### config.mk
export PLATFORM = sky130hd
export DESIGN_NAME = uart_rx_deframer
export DESIGN_NICKNAME = d
export VERILOG_FILES = /design/src/rtl/uart_rx_deframer.sv
export SDC_FILE = /design/constraint.sdc
export NUM_CORES = 1
export LEC_CHECK = 0
export ABC_AREA = 1
export BUFFER_PORTS_ARGS = -buffer_cell sky130_fd_sc_hd__buf_2
export CORE_MARGIN = 4
export CORE_UTILIZATION = 31
export CTS_CLUSTER_DIAMETER = 80
export DETAILED_ROUTE_END_ITERATION = 10
export PLACE_DENSITY = 0.54
export SLEW_MARGIN = 20
export SYNTH_ARGS = -nofsm -noshare
export SYNTH_HDL_FRONTEND = slang
export SYNTH_SLANG_ARGS = --single-unit
### constraint.sdc
create_clock -name clk -period 2.3 [get_ports clk]
set_clock_uncertainty 0.2 [all_clocks]
set_input_delay 0.115 -clock clk [delete_from_list [all_inputs] [get_ports clk]]
set_output_delay 0.115 -clock clk [all_outputs]
set_load 0.01 [all_outputs]
### src/rtl/uart_rx_deframer.sv
// 8N1 asynchronous serial receiver: recovers a byte per frame from rx_i and
// holds it in a one-entry valid/ready output register with glitch, framing and overrun reporting.
//
// state    | meaning
// ---------+-------------------------------------------------------------
// ST_IDLE  | line idle (high), waiting for a falling edge on rxs
// ST_START | half-bit timer running, start bit re-checked at mid-bit
// ST_DATA  | 8 data bits sampled at mid-bit, LSB first
// ST_STOP  | one bit timer running, stop bit sampled at mid-bit
// ST_BREAK | stop bit read low; wait for the line to return high
module uart_rx_deframer #(
   parameter int CLKS_PER_BIT = 100,
   parameter int SYNC_STAGES  = 2
) (
   input  logic       clk,
   input  logic       rst_n,
   input  logic       rx_i,
   output logic [7:0] rx_data_o,
   output logic       rx_valid_o,
   input  logic       rx_ready_i,
   output logic       frame_err_o,
   output logic       overrun_o,
   input  logic       err_clr_i,
   output logic       busy_o
);

   localparam int CW = $clog2(CLKS_PER_BIT);
   localparam logic [CW-1:0] FULL_LOAD = CW'(CLKS_PER_BIT - 1);
   localparam logic [CW-1:0] HALF_LOAD = CW'(CLKS_PER_BIT / 2 - 1);

   typedef enum logic [2:0] {
      ST_IDLE,
      ST_START,
      ST_DATA,
      ST_STOP,
      ST_BREAK
   } state_t;

   state_t                 state;
   logic [CW-1:0]          cnt;
   logic [2:0]             bit_idx;
   logic [7:0]             shreg;
   logic [SYNC_STAGES-1:0] sync_q;
   logic                   rxs;

   // Synchronizer resets to the idle level so reset release never looks like a start edge.
   always_ff @(posedge clk or negedge rst_n) begin
      if (!rst_n) begin
         sync_q <= '1;
      end else begin
         sync_q <= {sync_q[SYNC_STAGES-2:0], rx_i};
      end
   end

   assign rxs = sync_q[SYNC_STAGES-1];

   always_ff @(posedge clk or negedge rst_n) begin
      if (!rst_n) begin
         state       <= ST_IDLE;
         cnt         <= '0;
         bit_idx     <= '0;
         shreg       <= '0;
         rx_data_o   <= 8'h00;
         rx_valid_o  <= 1'b0;
         frame_err_o <= 1'b0;
         overrun_o   <= 1'b0;
         busy_o      <= 1'b0;
      end else begin
         frame_err_o <= 1'b0;
         if (rx_valid_o && rx_ready_i) begin
            rx_valid_o <= 1'b0;
         end
         if (err_clr_i) begin
            overrun_o <= 1'b0;
         end

         case (state)
            ST_IDLE: begin
               if (!rxs) begin
                  state  <= ST_START;
                  cnt    <= HALF_LOAD;
                  busy_o <= 1'b1;
               end
            end

            ST_START: begin
               if (cnt != '0) begin
                  cnt <= cnt - 1'b1;
               end else if (!rxs) begin
                  state   <= ST_DATA;
                  cnt     <= FULL_LOAD;
                  bit_idx <= '0;
               end else begin
                  state  <= ST_IDLE;
                  busy_o <= 1'b0;
               end
            end

            ST_DATA: begin
               if (cnt != '0) begin
                  cnt <= cnt - 1'b1;
               end else begin
                  shreg <= {rxs, shreg[7:1]};
                  cnt   <= FULL_LOAD;
                  if (bit_idx == 3'd7) begin
                     state <= ST_STOP;
                  end else begin
                     bit_idx <= bit_idx + 1'b1;
                  end
               end
            end

            ST_STOP: begin
               if (cnt != '0) begin
                  cnt <= cnt - 1'b1;
               end else if (rxs) begin
                  state  <= ST_IDLE;
                  busy_o <= 1'b0;
                  // A same-cycle accept frees the register, so the new byte may replace the old one.
                  if (!rx_valid_o || rx_ready_i) begin
                     rx_data_o  <= shreg;
                     rx_valid_o <= 1'b1;
                  end else begin
                     overrun_o <= 1'b1;
                  end
               end else begin
                  frame_err_o <= 1'b1;
                  state       <= ST_BREAK;
               end
            end

            ST_BREAK: begin
               if (rxs) begin
                  state  <= ST_IDLE;
                  busy_o <= 1'b0;
               end
            end

            default: begin
               state  <= ST_IDLE;
               busy_o <= 1'b0;
            end
         endcase
      end
   end

endmodule

After elaboration in Yosys (flattened, before gate mapping)
Index checks and enable logic that the tools add are counted.
{"block": "word_totals", "elab_cells": 81, "in_bits": 5, "register_bits": 35}
{"block": "classes", "eq_ne": 16, "reduce_logical": 14, "muxes": 37, "add_sub_neg": 2, "bitwise": 2}
{"op": "two-way mux 7 bit", "n": 5}
{"op": "two-way mux 3 bit", "n": 11}
{"op": "case mux 7 bit (4 select lines)", "n": 1}
{"op": "inequality test 2 bit, second input constant", "n": 10}
{"op": "two-way mux 1 bit", "n": 16}
{"op": "case mux 3 bit (5 select lines)", "n": 1}
{"op": "AND reduction 4 bit", "n": 2}
{"op": "nonzero test 7 bit", "n": 1}
{"op": "subtractor 7 x 1 -> 7 bit, second input constant", "n": 1}
{"op": "equality test 3 x 2 -> 1 bit, second input constant", "n": 2}
{"op": "equality test 3 bit, second input constant", "n": 2}
{"op": "case mux 3 bit (2 select lines)", "n": 1}
{"op": "AND reduction 6 bit", "n": 1}
{"op": "AND reduction 5 bit", "n": 1}
{"op": "case mux 1 bit (4 select lines)", "n": 1}
{"op": "nonzero test 4 bit", "n": 1}
{"op": "adder 3 x 1 -> 3 bit, second input constant", "n": 1}
{"op": "equality test 3 x 1 -> 1 bit, second input constant", "n": 1}
{"op": "logical NOT 3 bit", "n": 1}
{"op": "inequality test 3 bit, second input constant", "n": 1}
{"op": "AND reduction 3 bit", "n": 1}
{"op": "two-way mux 2 bit", "n": 1}
{"op": "NOT 1 bit", "n": 2}
{"op": "AND reduction 2 bit", "n": 1}
{"op": "5 further kinds", "n": 5}

Depth between registers and ports, before layout
{"block": "logic_depth", "ltp_word": 6, "ltp_mapped": 11}

Least setup slack after synthesis
Ideal clock, no wire load.
{"block": "synth_timing", "path_kind": "flip-flop to flip-flop", "startpoint": "register cnt[0]", "endpoint": "register shreg[1]", "path_stages_with_launch": 9, "arrival_time_ns": 1.514, "path_slack_ns": 0.460, "setup_ns": 0.126, "path_cell_list": "dfrtp_1 -> inv_1 -> ha_1 -> inv_1 -> nor2_1 -> nand3_2 -> nor2_2 -> buf_6 -> o21ai_0"}
{"block": "synth_between", "elab_chain_len": 3}
{"item": "start, declared", "line_no": "40", "text": "logic [CW-1:0] cnt;"}
{"item": "start signal, assigned", "line_no": "88", "text": "cnt <= cnt - 1'b1;"}
{"item": "start signal, assigned", "line_no": "101", "text": "cnt <= cnt - 1'b1;"}
{"item": "start signal, assigned", "line_no": "115", "text": "cnt <= cnt - 1'b1;"}
{"item": "nonzero test 7 bit", "line_no": "100", "text": "if (cnt != '0) begin"}
{"item": "NOT 1 bit (no line)"}
{"item": "AND reduction 2 bit (no line)"}
{"item": "end signal, assigned", "line_no": "103", "text": "shreg <= {rxs, shreg[7:1]};"}
{"item": "end, declared", "line_no": "42", "text": "logic [7:0] shreg;"}
Every way passes these cells.
A chain may end at the register's enable or synchronous reset.

Worst setup path in the final report
{"block": "layout_timing", "startpoint": "register cnt[0]", "endpoint": "register overrun_o"}
{"block": "layout_between", "elab_chain_len": 3}
{"item": "nonzero test 7 bit", "line_no": "114", "text": "if (cnt != '0) begin"}
{"item": "two-way mux 1 bit", "line_no": "114"}
{"item": "two-way mux 1 bit", "line_no": "77", "text": "case (state)"}
{"item": "end signal, assigned", "line_no": "66", "text": "overrun_o <= 1'b0;"}
{"item": "end signal, assigned", "line_no": "74", "text": "overrun_o <= 1'b0;"}
{"item": "end signal, assigned", "line_no": "124", "text": "overrun_o <= 1'b1;"}
{"item": "end, declared", "line_no": "22", "text": "output logic overrun_o,"}
Every way passes these cells.

==> results.cfg <==
[setup_path]
critPathMaxFanout = 7
cp_common_cell = inv_2
arrival_ns = 2.16
slowest_delay_ns = 0.56
path_cells = inv_2 > ha_1 > inv_1 > nor2_2 > buf_4 > nand4_4 > inv_2 > nand2_1 > o22ai_1 > dlygate4sd3_1
start_kind = flip-flop
crit_type = reg -> reg
cp-end-kind = flip-flop
cp_slowest_cell = dlygate4sd3_1
cp.required_ns = 2.32

[floorplan]
dieArea_sq_um = 7051
boundaryPins = 17
die_w_microns = 83.97
rows = 27
coreArea_sq_um = 5540
start_util = 0.3229
dieHeight_microns = 83.97

[yosys]
avgSynthCellArea_sq_um = 8.480
yosysSeqAreaShare = 0.4909
synth_cell_types = 25
yosys-top-cells-area = dfrtp_1, nand2_1, inv_1
netlist_instances = 211
synth_top_area_share = 0.4615
synth_edf_count = 0
yosysTopAreaCell = dfrtp_1
ys_ff_latch = 35
yosys_warnings = 0
netlist_top_cells_count = nand2_1, dfrtp_1, inv_1
synth_flop_cell = dfrtp_1
async_flop_share = 1.000
synth_area_sq_um = 1789
synth.most_common_cell = nand2_1
syn_nets = 220

[cells_and_area]
num_antenna_cells = 0
multi_input_area_sq_um = 775.7
syn2layout_area_growth_pct = 16.85
post_route_cells_drive_above_1_share = 0.2017
regArea_sq_um = 878.3
fillers = 596
utilization = 0.3774
nNetsFinal = 246
design_area_sq_um = 2091
instances_no_fill = 310

[cts]
clk_latency_ns = 0.29
clock_sinks = 35
cts_buffer_depth = 2
root_buffer = clkbuf_8
clk_pin_slew_ns = 0.08
postCtsSetupBuffers = 0
cts_tree = yes
numCtsBuffers = 5
ctsHtreeMaxLevel = 2

[min_path]
hold_class = reg -> reg

[detailed_routing]
vias_per_cell = 4.539
vias = 1407
dr.pass1.iters = 4
routedWlPerCell_microns = 10.71
drt-initial-drc-count = 73
ant_nets = 0
drcViolationCount = 0
finalWirelength_microns = 3319

[timing]
slew_headroom = 0.4922
period_share = 0.9288
report.final.slew_viol_count = 0
tns_ns = 0
finalSetupViolCount = 0
whs_ns = 0.1576
rsz0062_at_grt = false
fmax_mhz = 468.1
worst_slew_pin_slew_ns = 0.7617
hold_viol = 0
min_period_ns = 2.136
setup_slack_ns = 0.1637

[power]
p_per_area_nw_per_um2 = 538.8
p_total_mw = 1.127
peakVddDrop_mv = 0.3455
p_leak_nw = 1.051

[grt]
antenna_found_initial = 0
grt_pass1_wl_microns = 6127
grt_pass1_vias = 1371
grt_max_degree = 36
grtUsageTotal = 0.1071
grt_overflow = 0

[place]
gp_congestion = 0.8614
dpl.cell_count = 297
dp_worst_setup_slack_ns = 0.2966
placed_cell_area_sq_um = 1939
port_buffers = 16
hpwlAfterDp_microns = 2376

[outcome]
status = finished clean

[flow_run]
cap_violations = 0
-- layer usage --
metal | up-vias | GRT usage | part of all wire
met1 | 656 | 0.1416 | 0.52
met3 | 6 | 0.03356 | 0.032
met2 | 14 | 0.1641 | 0.43
met5 | - | 0 | 0
met4 | 0 | 0.03947 | 0.011
li1 | 731 | - | -
-- power breakdown --
part / total, mW / internal [mW] / switching [mW] / leakage (nW)
Sequential: 0.621 / 0.618 / 0.00290 / 0.467
Combinational: 0.0234 / 0.00797 / 0.0154 / 0.536
Clock: 0.482 / 0.245 / 0.238 / 0.0474
-- worst paths after layout --
path	slack [ns]	start	cells after the start	end
max	0.16	cnt[0]	10	overrun_o
min	0.16	sync_q[0]	0	sync_q[1]
max reg2reg	0.16	cnt[0]	10	overrun_o
min reg2reg	0.16	sync_q[0]	0	sync_q[1]
max in group asynchronous	1.18	rst_n	2	bit_idx[0]
min in group asynchronous	0.24	rst_n	2	busy_o
-- repair_timing --
action,CTS,global route
setup endpoints to repair,0,1
endpoints found under the hold margin,36,0
gates resized for setup,0,2
hold buffers,5,0
-- placed cells by master (no fill, tap or decap) --
cell	netlist	routed
nand2_1	73	73
dfrtp_1	33	33
inv_1	23	22
nand3_1	17	17
o21ai_0	16	16
buf_2	0	16
nor2_1	9	8
o21ai_2	8	8
clkbuf_8	1	6
dlygate4sd3_1	0	5
ha_1	4	4
nor2_4	3	3
o21ai_1	3	3
inv_2	1	2
nor2_2	1	2
o22ai_1	2	2
nor3_1	2	2
a21oi_2	2	2
xor2_1	2	2
dfstp_2	2	2
nand4_4	1	1
nand3_2	1	1
nand3_4	1	1
a21oi_1	1	1
nand4_1	1	1
nand3b_1	1	1
clkinvlp_4	0	1
clkinv_4	0	1
buf_12	0	1
buf_4	0	1
-- cell families after synthesis --
group                    count (synthesis)  synth area share
flip-flops                              35            0.4909
adder cells (fa/ha/maj)                  4           0.02797
AO/OA/AOI/OAI                           32            0.1119
XOR/XNOR                                 2          0.009792
AND/OR/NAND/NOR                        110            0.2825
buffers and inverters                   28           0.07692
-- critical path, delay by kind of cell, from the launching register on --
kind / cells / cell delay, ns
compound gates: 1 / 0.10
fa+ha+maj: 1 / 0.16
buf+inv: 5 / 0.95
flops: 1 / 0.39
simple gates: 3 / 0.26
-- registers in the layout (all words and copies together) (netlist names) --
name,cells
sync_q,2
rx_data_o,8
state,3
frame_err_o,1
bit_idx,3
rx_valid_o,1
cnt,7
busy_o,1
overrun_o,1
shreg,8
-- layout make-up --
cell class                 count  share of cell area
tap                           72             0.04309
multi-input combinational    148              0.3710
clock buffer                   6             0.03950
clock inverter                 2            0.007780
inverter                      24             0.04309
timing repair buffer          23             0.07540
sequential                    35              0.4201
No activity file was read; power rests on OpenSTA's default activity.
